## config.mk

```make
export PLATFORM = sky130hd
export DESIGN_NAME = pattern_delay_timer
export DESIGN_NICKNAME = d
export VERILOG_FILES = /design/src/rtl/pattern_delay_timer.sv
export SDC_FILE = /design/constraint.sdc
export NUM_CORES = 1
export LEC_CHECK = 0
export ABC_AREA = 1
export CORE_MARGIN = 2
export CORE_UTILIZATION = 35
export CTS_BUF_LIST = sky130_fd_sc_hd__clkbuf_4
export DETAILED_ROUTE_END_ITERATION = 10
export SETUP_SLACK_MARGIN = 0.2
export SYNTH_ARGS = -nofsm -noshare
export SYNTH_HDL_FRONTEND = slang
export SYNTH_SLANG_ARGS = --single-unit
```

## constraint.sdc

```tcl
create_clock -name clk -period 2.5 [get_ports clk]
set_clock_uncertainty 0.15 [all_clocks]
set_input_delay 0.5 -clock clk [delete_from_list [all_inputs] [get_ports clk]]
set_output_delay 0.5 -clock clk [all_outputs]
set_load 0.02 [all_outputs]
```

## src/rtl/pattern_delay_timer.sv

```systemverilog
// pattern_delay_timer
//   Serial-triggered one-shot timer. Hunts the serial `data` stream for
//   PATTERN (MSB first, overlapping detection), then shifts in a DELAY_W-bit
//   delay value MSB first, asserts `counting` for (delay+1)*TICKS_PER_UNIT
//   cycles and finally holds `done` until `ack` (or `abort`).
//
// Ports
//   clk        in   system clock, rising edge
//   reset      in   synchronous reset, active-high
//   data       in   serial input, sampled every rising edge
//   ack        in   acknowledge, only looked at in DONE
//   abort      in   synchronous cancel (SHIFT, COUNT, DONE)
//   counting   out  high for every cycle of the timed interval
//   done       out  high from end of interval until ack/abort
//   remaining  out  whole delay units left in the current interval
//   state      out  debug view of the FSM state
//
// state  | meaning
// -------+------------------------------------------------------------
// SEARCH | hunting for PATTERN in the serial stream
// SHIFT  | collecting DELAY_W delay bits, MSB first
// COUNT  | timed interval running, counting=1
// DONE   | interval finished, done=1 until ack/abort
module pattern_delay_timer #(
  parameter int                   PATTERN_W      = 4,
  parameter logic [PATTERN_W-1:0] PATTERN        = 4'b1101,
  parameter int                   DELAY_W        = 4,
  parameter int                   TICKS_PER_UNIT = 1000
) (
  input  logic               clk,
  input  logic               reset,
  input  logic               data,
  input  logic               ack,
  input  logic               abort,
  output logic               counting,
  output logic               done,
  output logic [DELAY_W-1:0] remaining,
  output logic [1:0]         state
);

  localparam int UNIT_W = (TICKS_PER_UNIT > 1) ? $clog2(TICKS_PER_UNIT) : 1;
  localparam int IDX_W  = (DELAY_W > 1) ? $clog2(DELAY_W) : 1;
  localparam logic [UNIT_W-1:0] UNIT_RELOAD = UNIT_W'(TICKS_PER_UNIT - 1);
  localparam logic [IDX_W-1:0]  IDX_LAST    = IDX_W'(DELAY_W - 1);

  typedef enum logic [1:0] {
    S_SEARCH = 2'd0,
    S_SHIFT  = 2'd1,
    S_COUNT  = 2'd2,
    S_DONE   = 2'd3
  } state_t;

  state_t               state_q, state_d;
  logic [PATTERN_W-1:0] shreg_q, shreg_d;
  logic [DELAY_W-1:0]   delay_q, delay_d;
  logic [IDX_W-1:0]     idx_q, idx_d;
  logic [UNIT_W-1:0]    unit_q, unit_d;
  logic [DELAY_W-1:0]   rem_q, rem_d;
  logic                 counting_q, counting_d;
  logic                 done_q, done_d;

  logic [PATTERN_W-1:0] pat_next;
  logic [DELAY_W-1:0]   delay_next;
  logic                 match;

  // Shift-left forms keep DELAY_W=1 legal (no [W-2:0] slice needed).
  assign pat_next   = (shreg_q << 1) | PATTERN_W'(data);
  assign delay_next = (delay_q << 1) | DELAY_W'(data);
  assign match      = (pat_next == PATTERN);

  // State register and all datapath flops.
  always_ff @(posedge clk) begin
    if (reset) begin
      state_q    <= S_SEARCH;
      shreg_q    <= '0;
      delay_q    <= '0;
      idx_q      <= '0;
      unit_q     <= '0;
      rem_q      <= '0;
      counting_q <= 1'b0;
      done_q     <= 1'b0;
    end else begin
      state_q    <= state_d;
      shreg_q    <= shreg_d;
      delay_q    <= delay_d;
      idx_q      <= idx_d;
      unit_q     <= unit_d;
      rem_q      <= rem_d;
      counting_q <= counting_d;
      done_q     <= done_d;
    end
  end

  // Next-state logic.
  always_comb begin
    state_d = state_q;
    unique case (state_q)
      S_SEARCH: if (match) state_d = S_SHIFT;
      S_SHIFT: begin
        if (abort)                  state_d = S_SEARCH;
        else if (idx_q == IDX_LAST) state_d = S_COUNT;
      end
      S_COUNT: begin
        if (abort)                                  state_d = S_SEARCH;
        else if (unit_q == '0 && rem_q == '0)       state_d = S_DONE;
      end
      S_DONE: if (abort || ack) state_d = S_SEARCH;
    endcase
  end

  // Datapath: pattern register, delay capture, unit/remaining counters.
  always_comb begin
    shreg_d = shreg_q;
    delay_d = delay_q;
    idx_d   = idx_q;
    unit_d  = unit_q;
    rem_d   = rem_q;

    // Re-entering SEARCH starts from a clean history so nothing seen in
    // SHIFT/COUNT/DONE (or on the ack cycle) can complete a match.
    if (state_q == S_SEARCH)      shreg_d = pat_next;
    else if (state_d == S_SEARCH) shreg_d = '0;

    unique case (state_q)
      S_SEARCH: begin
        delay_d = '0;
        idx_d   = '0;
        unit_d  = '0;
        rem_d   = '0;
      end
      S_SHIFT: begin
        delay_d = delay_next;
        idx_d   = idx_q + IDX_W'(1);
        if (state_d == S_COUNT) begin
          unit_d = UNIT_RELOAD;
          rem_d  = delay_next;
        end
      end
      S_COUNT: begin
        if (state_d != S_COUNT) begin
          unit_d = '0;
          rem_d  = '0;
        end else if (unit_q == '0) begin
          unit_d = UNIT_RELOAD;
          rem_d  = rem_q - DELAY_W'(1);
        end else begin
          unit_d = unit_q - UNIT_W'(1);
        end
      end
      S_DONE: begin
        unit_d = '0;
        rem_d  = '0;
      end
    endcase
  end

  // Outputs are registered from the next state, so they line up with state_q.
  always_comb begin
    counting_d = (state_d == S_COUNT);
    done_d     = (state_d == S_DONE);
  end

  assign counting  = counting_q;
  assign done      = done_q;
  assign remaining = rem_q;
  assign state     = state_q;

endmodule

```

* After elaboration in Yosys (flattened, before gate mapping)
Index checks and enable logic that the tools add are counted.
** Storage, ports and cells
- Register bits after elaboration :: 26
- Latch bits :: 0
- Memory bits (writable) :: 0
- Bits in read-only memories :: 0
- Output and inout port bits :: 8
- Word-level logic and storage cells :: 52
- Memories :: 0
** Cells by class
- Add/subtract/negate cells :: 3
- Multipliers :: 0
- Div/mod/pow operators :: 0
- Magnitude comparators :: 0
- Equality and inequality tests :: 10
- Shifts and indexed selects :: 0
- Muxes and demuxes :: 19
- Bitwise gates (word level) :: 2
- Reduce and logical (&&, ||, !) cells :: 10
** Operators with widths (number)
- 10-bit two-way mux :: 3
- 10-bit case mux with 3 select lines :: 1
- 2-bit two-way mux :: 6
- 4-bit two-way mux :: 3
- 4-bit case mux with 3 select lines :: 1
- 2-bit equality test (second input constant) :: 5
- 10-bit zero test :: 1
- 10-bit by 1-bit subtractor with 10-bit output (second input constant) :: 1
- 4-bit by 1-bit OR with 4-bit output :: 2
- 2-bit case mux with 4 select lines :: 1
- 3-bit two-way mux :: 2
- 3-bit case mux with 2 select lines :: 1
- 4-bit equality test (second input constant) :: 1
- 2-bit zero test :: 2
- 4-bit zero test :: 1
- 2-bit != test (second input constant) :: 2
- 2-bit case mux with 2 select lines :: 1
- 2-bit nonzero test :: 2
- 4-bit by 1-bit subtractor with 4-bit output (second input constant) :: 1
- 3-bit != test (second input constant) :: 1
- 2-bit by 1-bit adder with 2-bit output (second input constant) :: 1
- 2-bit by 1-bit equality test with 1-bit output (second input constant) :: 1
- 2-bit AND reduction :: 1
- 2-bit OR reduction :: 1
- other kinds (2) :: 2

* Logic depth before layout (Yosys ltp)
- Depth in word-level cells :: 8
- Mapped depth :: 16

* Least setup slack after synthesis
No wires, ideal clock.
- Path type :: flip-flop to flip-flop
- From :: register state_q[0], in the netlist state[0]
- To :: register unit_q[7]
- Library setup time :: 0.114 ns
- Data arrival time :: 1.897 ns
- Required time :: 2.236 ns
- Path slack :: 0.339 ns
- Cell stages (with the launch flop) :: 15
- Buffers on the path :: 0
- Clock period less this slack :: 2.161 ns
- Cells stage by stage :: dfxtp_1 > ha_1 > inv_2 > nand2_1 > a22oi_1 > nand2_1 > nand2_2 > a21oi_4 > nand2_4 > nand2_4 > inv_2 > nand2_1 > nand2_1 > nand2_1 > nand2_1
** On the way
- Longest elaborated chain between the ends :: 6
- Elaborated cells on any way between the ends :: 17
- Classes of those cells :: 6 x eq/ne; 9 x mux; 2 x reduce/logical
** Ends and longest elaborated chain
- start, declared :: line 53 : state_t state_q, state_d;
- start signal, assigned :: line 83 : state_q <= state_d;
- 2-bit two-way mux, on equally long branches :: line 105, 101
- 2-bit two-way mux, on equally long branches :: line 104, 100
- 2-bit case mux with 4 select lines :: line 97 : unique case (state_q)
- 2-bit != test :: line 140 : if (state_d != S_COUNT) begin
- 10-bit two-way mux :: line 140
- 10-bit case mux with 3 select lines :: line 124 : unique case (state_q)
- end signal, assigned :: line 87 : unit_q <= unit_d;
- end, declared :: line 57 : logic [UNIT_W-1:0] unit_q, unit_d;
Parallel ways exist; a longest one is shown, timed or not.
A chain may end at the register's enable or synchronous reset.

* Final worst setup path
- From :: register rem_q[0], in the netlist remaining[0]
- To :: register unit_q[7]
** On the way
- Longest elaborated chain between the ends :: 8
- Elaborated cells on any way between the ends :: 10
- Classes of those cells :: 3 x eq/ne; 5 x mux; 2 x reduce/logical
** Ends and longest elaborated chain
- start, declared :: line 58 : logic [DELAY_W-1:0] rem_q, rem_d;
- start signal, assigned :: line 88 : rem_q <= rem_d;
- 4-bit zero test * :: line 105 : else if (unit_q == '0 && rem_q == '0) state_d = S_DONE;
- 1-bit logical AND * :: line 105
- 2-bit two-way mux * :: line 105
- 2-bit two-way mux * :: line 104 : if (abort) state_d = S_SEARCH;
- 2-bit case mux with 4 select lines * :: line 97
- 2-bit != test :: line 140
- 10-bit two-way mux :: line 140
- 10-bit case mux with 3 select lines :: line 124
Every way passes the cells marked *; elsewhere a longest branch is shown, timed or not.

==> reports/results.ini <==
[status]
outcome = complete, no violations

[final_layout]
multi_input_area_sq_um = 916
nets = 267
layout_commonest_cell = nand2_1
regArea_sq_um = 527
antennaDiodeCount = 0
final_cell_mix = 64 x nand2_1, 23 x inv_1, 23 x dfxtp_1
area_delta_synth_final_pct = 21.8
fill_cells = 459
layout-drive-gt1-share_pct = 16.5

[floorplanning]
std_cell_rows = 24
pin_count = 13
initial_utilization_pct = 35.7
die-width_um = 70.2
fp.dieH_um = 70.2
dieArea_sq_um = 4930
core-area_sq_um = 4290

[yosys]
synth-async-reset-ratio_pct = 0
synth_area_per_cell_sq_um = 6.73
seq_area_frac_synth_pct = 33.9
ys_ff_latch = 26
syn_area_sq_um = 1530
syn_inst = 228
synth_edf_count = 0
yosysWarningCount = 0
synth_cell_types = 23
syn-num-nets = 240
ys.flop_type = dfxtp_1

[placed_design]
routabilityCongestion = 0.878
dp_hpwl_um = 2600
io_buffer_count = 12
pre_cts_ws_ns = 0.0781

[setup_path]
rr_endpoint = unit_q[7]
crit_path_end_kind = register
cp-start-kind = register
path_max_fanout = 6
reg2reg_from = remaining[0]
critPathKind = reg -> reg
crit_required_ns = 2.59
setup.reg_to_reg.worst_slack_ns = 0.30
cp.arrival_ns = 2.28
timing.reg2reg.worst_path_depth = 15

[timing]
tns_ns = 0
max_slew_margin_pct = 79.6
report.final.slew_viol_count = 0
fin_crit_ns = 2.20
fmax_mhz = 455
grt_setup_unrepaired = no
setup_violations = 0
setup_slack_ns = 0.302
hold_violations = 0
worst_slew_pin_slew_ns = 0.305
finalCritPeriodShare_pct = 87.9

[min_path]
holdPathEnd = delay_q[1]
min_path_cells = 2
hold_class = reg -> reg
min-delay-start = delay_q[1]

[power]
leakage_nw = 0.858
finalPower_w = 0.00260
power_density_nw_per_um2 = 1390
peakVddDrop_mv = 0.474

[detailed_routing]
drtIter0Drc = 82
postRouteAntennaNets = 0
drt-wirelength-per-cell_um = 11.8
drt-total-wl_um = 3600
firstDrtPassIters = 4
via_per_inst = 4.87
vias = 1491
drcViolationCount = 0

[flow_run]
drv_cap = 0

[global_routing]
grt_pass1_vias = 1287
grt_usage_pct = 14.7
grt_max_degree = 17
overflow = 0
grt_antenna_before_repair = 0
grt_pass1_wl_um = 5880

[cts]
clk_latency_ns = 0.33
clkTransAtPathRegs_ns = 0.15
cts-buffers-inserted = 3
clock-root-buffer = clkbuf_4
cts_max_path_buffers = 2
htreeDepth = 1
cts_tree = yes
clock-sinks = 26

==> sequential cells by signal, indices dropped and copies added, names as in the netlist <==
| name | flops |
|---|---|
| shreg_q | 3 |
| delay_q | 3 |
| unit_q | 10 |
| idx_q | 2 |
| state | 2 |
| counting | 1 |
| done | 1 |
| remaining | 4 |
==> layer usage <==
| metal | share of wire (%) | track usage, % |
|---|---|---|
| met1 | 49 | 22.1 |
| met2 | 45 | 21.8 |
| met3 | 4.6 | 1.88 |
| met4 | 0.83 | 4.49 |
| met5 | 0 | 0 |
==> cell type report <==
| class | instances | area share [%] |
|---|---|---|
| clock buffer | 3 | 1.21 |
| clock inverter | 1 | 0.201 |
| inverter | 27 | 5.43 |
| multi-input combinational | 170 | 49.0 |
| sequential | 26 | 28.2 |
| tap | 52 | 3.48 |
| timing repair buffer | 27 | 12.5 |
==> Yosys cell counts (3+ instances only) <==
library cell,count,area share (%)
nand2_1,65,16
dfxtp_1,26,34
inv_1,24,5.9
nand3_1,22,7.2
nor2_1,21,5.1
a21oi_1,16,5.2
nand4_1,10,4.1
ha_1,7,5.7
o21ai_0,6,2.0
clkbuf_1,5,1.2
nand2_2,4,1.6
xor2_1,4,2.3
nand2_4,3,2.2
==> worst max-delay path, stage by stage, from the launching register on <==
cell and delay (ns):
dfxtp_1 0.34, inv_1 0.11, ha_1 0.19, nand2_1 0.09, nor2_2 0.14, nand3_2 0.09, nand2_1 0.09, nand2_2 0.07
a21oi_4 0.25, nand2_4 0.11, nand2_4 0.11, inv_2 0.08, nand2_1 0.08, nand2_1 0.05, nand2_1 0.09, nand2_1 0.06
==> cell families after synthesis <==
family          count (synthesis)  synth area share [%]
xor+xnor                        6                  3.43
flops                          26                  33.9
compound gates                 24                  8.73
simple gates                  133                  40.4
fa+ha+maj                       7                  5.71
buf+inv                        32                  7.83
==> stage by stage <==
step | instances | hold slack (ns) | util, % | cell area, sq um
after detailed placement | 295 | 0.308 | 41.0 | 1760
final | 306 | 0.324 | 43.5 | 1870
after global routing | 306 | 0.345 | 43.5 | 1870
after floorplan | 228 | 0.291 | - | 1530
after CTS | 299 | 0.329 | 41.7 | 1790
after global placement | 295 | 0.303 | 41.0 | 1760
==> how the worst max path moves through the flow <==
stage	slack, ns	cells past startpoint	start	end
CTS	0.24	15	unit_q[0]	unit_q[7]
floorplan	0.34	14	state[0]	unit_q[7]
global placement	0.11	13	abort	unit_q[7]
finish	0.30	15	remaining[0]	unit_q[7]
global route	0.16	14	state[1]	unit_q[7]
detailed placement	0.08	13	abort	unit_q[7]
==> power breakdown <==
group,internal [W],switching (W)
Clock,0.0000586,0.000133
Combinational,0.000713,0.00107
Sequential,0.000529,0.0000998
==> what timing repair did <==
item | CTS | global route
buffers inserted | 0 | 7
hold buffers | 0 | 0
resized for setup | 3 | 8
pin swaps | 0 | 3
hold endpoints to repair | 0 | 0
setup endpoints to repair | 3 | 15
No activity file was read; power rests on OpenSTA's default activity.
